===== config.mk =====
export PLATFORM = sky130hd
export DESIGN_NAME = imem_loader
export DESIGN_NICKNAME = d
export VERILOG_FILES = /design/src/rtl/imem_loader.sv
export SDC_FILE = /design/constraint.sdc
export NUM_CORES = 1
export LEC_CHECK = 0
export ABC_AREA = 0
export BUFFER_PORTS_ARGS = -buffer_cell sky130_fd_sc_hd__buf_2
export CORE_MARGIN = 2
export CORE_UTILIZATION = 55
export DETAILED_ROUTE_END_ITERATION = 7
export PLACE_DENSITY = 0.78
export RECOVER_POWER = 100
export SETUP_SLACK_MARGIN = 0.02
export SYNTH_ARGS = -nofsm -noshare
export SYNTH_HDL_FRONTEND = slang
export SYNTH_SLANG_ARGS = --single-unit
export TNS_END_PERCENT = 5

===== constraint.sdc =====
create_clock -name clk -period 3.5 [get_ports clk]
set_input_delay 0.175 -clock clk [delete_from_list [all_inputs] [get_ports clk]]
set_output_delay 0.175 -clock clk [all_outputs]
set_load 0.02 [all_outputs]

===== src/rtl/imem_loader.sv =====
// Byte-stream program loader: writes a counted, MSB-first word image into instruction memory
// while holding the CPU. Optional trailing XOR checksum byte under IMEM_LOADER_CHECKSUM_EN.
module imem_loader #(
    parameter int unsigned DEPTH     = 16,
    parameter logic [31:0] BASE_ADDR = 32'h0000_0000
) (
    input  logic        clk,
    input  logic        rst,
    input  logic        start,
    input  logic        in_valid,
    input  logic [7:0]  in_data,
    output logic        in_ready,
    output logic        mem_we,
    output logic [31:0] mem_addr,
    output logic [31:0] mem_wdata,
    output logic        cpu_hold,
    output logic        done,
    output logic        overflow,
    output logic        chk_err
);

    typedef enum logic [2:0] {StIdle, StHdrHi, StHdrLo, StData, StChk, StFin} state_e;

`ifdef IMEM_LOADER_CHECKSUM_EN
    localparam state_e AfterData = StChk;
`else
    localparam state_e AfterData = StFin;
`endif

    state_e      state_q, state_d;
    logic [15:0] cnt_q;
    logic [15:0] idx_q;
    logic [1:0]  byte_q;
    logic [23:0] asm_q;
    logic [15:0] hdr_n;
    logic        xfer;
    logic        word_done;
    logic        last_word;

    assign xfer      = in_valid && in_ready;
    assign hdr_n     = {cnt_q[15:8], in_data};
    assign word_done = (state_q == StData) && xfer && (byte_q == 2'd3);
    assign last_word = (idx_q == cnt_q - 16'd1);
    assign cpu_hold  = (state_q != StIdle);

    always_comb begin
        state_d  = state_q;
        in_ready = 1'b0;
        case (state_q)
            StIdle: begin
                if (start) state_d = StHdrHi;
            end
            StHdrHi: begin
                in_ready = 1'b1;
                if (in_valid) state_d = StHdrLo;
            end
            StHdrLo: begin
                in_ready = 1'b1;
                if (in_valid) state_d = (hdr_n == 16'd0) ? AfterData : StData;
            end
            StData: begin
                in_ready = 1'b1;
                if (word_done && last_word) state_d = AfterData;
            end
            StChk: begin
                in_ready = 1'b1;
                if (in_valid) state_d = StFin;
            end
            StFin: begin
                state_d = StIdle;
            end
            default: state_d = StIdle;
        endcase
    end

    always_ff @(posedge clk) begin
        if (rst) begin
            state_q   <= StIdle;
            cnt_q     <= '0;
            idx_q     <= '0;
            byte_q    <= '0;
            asm_q     <= '0;
            mem_we    <= 1'b0;
            mem_addr  <= BASE_ADDR;
            mem_wdata <= '0;
            done      <= 1'b0;
            overflow  <= 1'b0;
        end else begin
            state_q <= state_d;
            mem_we  <= 1'b0;
            done    <= (state_q == StFin);
            if (state_q == StIdle && start) begin
                overflow <= 1'b0;
                idx_q    <= '0;
                byte_q   <= '0;
            end
            if (xfer) begin
                case (state_q)
                    StHdrHi: cnt_q[15:8] <= in_data;
                    StHdrLo: begin
                        cnt_q[7:0] <= in_data;
                        if ({16'd0, hdr_n} > DEPTH) overflow <= 1'b1;
                    end
                    StData: begin
                        asm_q  <= {asm_q[15:0], in_data};
                        byte_q <= byte_q + 2'd1;
                        if (byte_q == 2'd3) begin
                            // Words beyond DEPTH are consumed but never written.
                            if ({16'd0, idx_q} < DEPTH) begin
                                mem_we    <= 1'b1;
                                mem_wdata <= {asm_q, in_data};
                                mem_addr  <= BASE_ADDR + {14'd0, idx_q, 2'b00};
                            end
                            idx_q <= idx_q + 16'd1;
                        end
                    end
                    default: ;
                endcase
            end
        end
    end

`ifdef IMEM_LOADER_CHECKSUM_EN
    logic [7:0] sum_q;

    always_ff @(posedge clk) begin
        if (rst) begin
            sum_q   <= '0;
            chk_err <= 1'b0;
        end else if (state_q == StIdle && start) begin
            sum_q   <= '0;
            chk_err <= 1'b0;
        end else if (xfer) begin
            if (state_q == StChk) begin
                if (in_data != sum_q) chk_err <= 1'b1;
            end else begin
                sum_q <= sum_q ^ in_data;
            end
        end
    end
`else
    assign chk_err = 1'b0;
`endif

endmodule


# After elaboration in Yosys (flattened, before gate mapping)
# Index checks and enable logic that the tools add are counted.
classes:
  add_sub_neg: 3
  n_lt_le_gt_ge: 2
  eq_ne: 12
  mux: 20
  n_bitwise: 3
  n_reduce_logical: 15
op_table:
  columns: ["cell", "n"]
  rows:
  - ["$mux W16", 4]
  - ["$mux W3", 6]
  - ["$add A16 B1 Y16 const B", 1]
  - ["$eq A16 B16 Y1", 1]
  - ["$gt A16 B5 Y1 const B", 1]
  - ["$logic_not A16 Y1", 1]
  - ["$lt A16 B5 Y1 const B", 1]
  - ["$sub A16 B1 Y16 const B", 1]
  - ["$pmux W3 S5", 1]
  - ["$ne A2 B2 Y1 const B", 4]
  - ["$reduce_or A4 Y1", 2]
  - ["$eq A3 B2 Y1 const B", 2]
  - ["$eq A3 B3 Y1 const B", 2]
  - ["$mux W1", 6]
  - ["$mux W2", 3]
  - ["$reduce_and A2 Y1", 3]
  - ["$logic_and A1 B1 Y1", 5]
  - ["$reduce_and A5 Y1", 1]
  - ["$reduce_and A4 Y1", 1]
  - ["$eq A3 B1 Y1 const B", 1]
  - ["$logic_not A3 Y1", 1]
  - ["$not A1 Y1", 3]
  - ["$reduce_bool A3 Y1", 1]
  - ["$add A2 B1 Y2 const B", 1]
  - ["2 further kinds", 2]
word_totals:
  reg_bits: 112

# Depth between registers and ports, before layout
depth:
  word_depth: 9
  ltp_mapped: 9
  depth_no_buf: 8

# Worst setup path before layout
# OpenSTA, ideal clock, no wires.
synth_path:
  kind: "register -> register"
  from: "register cnt_q[0]"
  to: "register state_q[2]"
  arrival_ps: 2099
  t_required_ps: 3442
  setup_slack_ps: 1343
  path_stages_with_launch: 7
  n_path_buf: 0
  period_less_slack_ps: 2157
  path_cell_list: "dfxtp_1 > or4_4 > or3_1 > a2111oi_2 > nand4_1 > and4bb_1 > o21ba_1"
synth_between:
  elab_chain_len: 5
synth_lines:
  columns: ["item", "line", "text"]
  rows:
  - ["start, declared", "31", "logic [15:0] cnt_q;"]
  - ["start signal, assigned", "101", "cnt_q[7:0] <= in_data;"]
  - ["$sub A16 B1 Y16", "43", "assign last_word = (idx_q == cnt_q - 16'd1);"]
  - ["$eq A16 B16 Y1", "43", null]
  - ["$logic_and A1 B1 Y1", "63", "if (word_done && last_word) state_d = AfterData;"]
  - ["$ne A2 B1 Y1 (no line)", null, null]
  - ["$reduce_and A5 Y1 (no line)", null, null]
  - ["end signal, assigned", "78", "state_q <= StIdle;"]
  - ["end signal, assigned", "89", "state_q <= state_d;"]
  - ["end, declared", "30", "state_e state_q, state_d;"]
# No other way between the ends.
# A chain may end at the register's enable or synchronous reset.

# Worst setup path in the final report
layout_path:
  from: "register state_q[2]"
  to: "register idx_q[14]"
layout_between:
  elab_chain_len: 6
layout_lines:
  columns: ["item", "line", "text"]
  rows:
  - ["$logic_not A3 Y1", "92", "if (state_q == StIdle && start) begin"]
  - ["$logic_and A1 B1 Y1", "92", null]
  - ["$mux W16", "92", null]
  - ["$mux W16", "107", "if (byte_q == 2'd3) begin"]
  - ["$mux W16", "98", "case (state_q)"]
  - ["$mux W16 (*)", "97", "if (xfer) begin"]
  - ["end signal, assigned", "114", "idx_q <= idx_q + 16'd1;"]
  - ["end, declared", "32", "logic [15:0] idx_q;"]
# Mark *: on every way between the ends. The rest lies on a longest branch, timed or not.

==> reports/qor.log <==
qor: placed_design.io_buffer_count 64
qor: pwr.power.clock.fraction 36.3%
qor: finish.count_of_filler_cells_inserted_in_the_layout 775
qor: sta.fin_worst_hold_slack 91.8 ps
qor: synthesis.cell_type_contributing_the_most_total_cell_area_after_synthesis dfxtp_1
qor: placed_design.numPlacedInstances 741
qor: critical_path.timing.critical_path.arrival 3030 ps
qor: synthesis.synthesis.instances 602
qor: sta.fin_crit 2720 ps
qor: synthesis.primary_flip_flop_cell_chosen_by_synthesis_mapping dfxtp_1
qor: clock_tree.cts_root_buffer clkbuf_8
qor: grt.grt_pass1_wl 18600 um
qor: grt.grt-ovfl-total 0
qor: detailed_routing.drt-vias-per-instance 5.43
qor: synthesis.post_synth_main_area_contributors dfxtp_1 46%, nand2_1 12%, a21oi_1 8.3%, xnor2_1 3.1%, buf_4 2.8%
qor: detailed_routing.postRouteWirelength 11000 um
qor: sta.final.setup_skew 16.5 ps
qor: sta.worst_slack 784 ps
qor: placed_design.hpwl 7730 um
qor: floorplanning.die_area 0.00962 mm^2
qor: synthesis.async_flop_share 0%
qor: pwr.peakVddDrop 314 uV
qor: status.status finished clean
qor: pwr.sequentialPowerShare 55.7%
qor: clock_tree.post_cts.repair.setup_buffers 0
qor: clock_tree.h-tree-depth 3
qor: synthesis.synthesis.area 0.00487 mm^2
qor: finish.final_layout_size_suffix_gt1_share 6.63%
qor: pwr.power.leakage 1.83 nW
qor: placed_design.dp_worst_setup_slack 1040 ps
qor: critical_path.worstRegToRegCells 7
qor: floorplanning.die_y 98.1 um
qor: critical_path.worstSetupEndpointType flop
qor: detailed_routing.drc 0
qor: synthesis.synth-warning-count 0
qor: sta.final-setup-viol-count 0
qor: sta.achievable-frequency 368 MHz
qor: sta.slew_headroom 12.4%
qor: sta.final_hold_viol_count 0
qor: synthesis.synthesized_area_divided_by_synthesized_cell_count 8.09 um^2
qor: clock_tree.buffer_levels_on_the_longest_clock_path 2
qor: sta.finalCritPeriodShare 77.6%
qor: clock_tree.postCtsResizedCells 0
qor: finish.mostFrequentLayoutCell nand2_1
qor: floorplanning.floorplan.die.width 98.1 um
qor: critical_path.crit_required 3810 ps
qor: synthesis.synth_seq_cells 112
qor: finish.final_cell_mix 162 x nand2_1, 112 x dfxtp_1, 81 x a21oi_1, 54 x clkbuf_1, 26 x nor2_1
qor: clock_tree.worst_setup_hold_path_clk_slew 120 ps
qor: finish.insertedDiodeCount 0
qor: grt.antenna_found_initial 0
qor: detailed_routing.drtAntennaViolNets 0
qor: pwr.power_density 441 mW/mm^2
qor: finish.finalNetCount 659
qor: finish.final_cell_count_without_fillers 757
qor: critical_path.timing.critical_path.fanout_max 31
qor: placed_design.gpl.final_weighted_congestion 0.980
qor: clock_tree.cts_tree yes
qor: critical_path.sort_of_element_at_the_start_of_the_critical_path flop
qor: run.timing.max_cap.violations 0
qor: pwr.netsw 0.000626 W
qor: detailed_routing.drt-wirelength-per-cell 14.6 um
qor: grt.global_route.usage.total 23.4%
qor: detailed_routing.detailedRoute.firstPassIterationCount 4
qor: detailed_routing.initialDrtViolationCount 262
qor: floorplanning.start_util 56.4%
qor: synthesis.fraction_of_synthesized_cell_area_taken_by_the_top_area_cell_type 46.0%
qor: clock_tree.clk-insertion-delay-late 380 ps
qor: critical_path.critical_path_class flop to flop
qor: sta.rsz_0062_raised_after_global_routing false
qor: clock_tree.clkSinkCount 112
qor: pwr.internal_power 0.00171 W
qor: floorplanning.num_rows 34
qor: pwr.swShare 26.8%
qor: detailed_routing.vias 4109
qor: floorplanning.core_area 0.00864 mm^2
qor: finish.synthToLayoutAreaGrowth 8.56%
qor: synthesis.synth_edf_count 0
qor: sta.setup-tns-final 0 ps
qor: grt.grt_start_max_net_pins 65
qor: sta.slew_viol_final 0
qor: grt.first_global_vias 3892
qor: synthesis.register_area_share_after_synthesis 46.0%
qor: pwr.comb_power_share 7.9%
qor: min_path.hp-class primary input to flop
qor: clock_tree.tritoncts.num_buffers 9
qor: floorplanning.io_pins 82
qor: synthesis.yosysUniqueCellTypes 55
qor: min_path.hold-path-cell-count 3
qor: clock_tree.cts_hold_repair.buffers 0
qor: sta.worstMarginPinSlew 1310 ps
-- routing by layer --
layer  track usage [%]  part of all wire, %
met5                 0                    0
met4              6.84                 0.83
met3              5.37                  6.1
met2              37.0                   47
met1              32.2                   46
-- Yosys cell counts (2+ instances only) --
cell type	number
nand4b_1	2
nor3_1	14
a21oi_1	81
nand3b_1	2
clkbuf_1	28
nor4_1	5
mux2_2	4
nand2_1	162
or3_1	7
nor4_2	2
nor2_1	26
o21ai_0	8
buf_4	18
a31oi_1	4
nor3b_1	3
clkbuf_8	2
ha_1	3
or2_2	2
and4_1	2
and2_1	14
xnor2_1	17
buf_1	2
or4_1	2
nand2b_1	3
buf_2	3
a2111oi_0	2
xor2_1	10
nand3_1	13
and3_1	3
nand4_1	4
mux2i_1	8
o211ai_1	4
dfxtp_1	112
nor2b_1	2
inv_1	8
-- state kept, by name, indices dropped and copies added (netlist names) --
| name | count |
|---|---|
| mem_addr | 16 |
| asm_q | 24 |
| done | 1 |
| byte_q | 2 |
| mem_we | 1 |
| cnt_q | 16 |
| state_q | 3 |
| idx_q | 16 |
| overflow | 1 |
| mem_wdata | 32 |
-- cell families (layout without fill, tap and decap cells) --
family	Yosys count	count (layout)	synth area share (%)
XOR/XNOR	27	27	4.86
other	1	17	0.0770
AO/OA/AOI/OAI	109	109	12.4
adder cells (fa/ha/maj)	3	3	0.771
buffers and inverters	62	93	6.81
multiplexers	12	12	2.57
flip-flops	112	112	46.0
AND/OR/NAND/NOR	276	276	26.4
-- worst max-delay path, cell delays in order, from the launching register on --
cell and delay (ps):
dfxtp_1 560, and2b_2 290, nand3_1 80, clkbuf_1 960, or2_2 340, nor3_1 70, mux2_2 270, nor2_1 80
-- power by group through the flow --
stage	Clock [W]	Combinational, W	Sequential, W
after floorplan	0	0.000162	0.00132
after global placement	0	0.000182	0.00133
after detailed placement	0	0.000184	0.00133
after CTS	0.000857	0.000185	0.00130
after global routing	0.000914	0.000204	0.00130
final	0.000847	0.000185	0.00130
-- worst paths after layout --
path	from	end	slack, ps
setup / recovery	state_q[2]	idx_q[14]	780
hold / removal	in_data[5]	cnt_q[5]	90
setup reg to reg	state_q[2]	idx_q[14]	780
hold reg to reg	mem_wdata[0]	mem_wdata[0]	460
-- stage by stage --
stage                     area, um^2  total power [W]  utilization (%)
after floorplan                 4930          0.00148                -
after global placement          5130          0.00151             59.4
after detailed placement        5130          0.00151             59.4
after CTS                       5360          0.00234             62.1
after global routing            5290          0.00242             61.2
final                           5290          0.00233             61.2
-- final cells by class --
class / count / area, um^2 / share of cell area [%]
sequential: 112 / 2240 / 42.4
tap: 108 / 135 / 2.56
multi-input combinational: 444 / 2350 / 44.4
timing repair buffer: 69 / 300 / 5.68
inverter: 8 / 30.0 / 0.568
clock inverter: 7 / 105 / 1.99
clock buffer: 9 / 124 / 2.34
(Power assumes the default switching activity.)
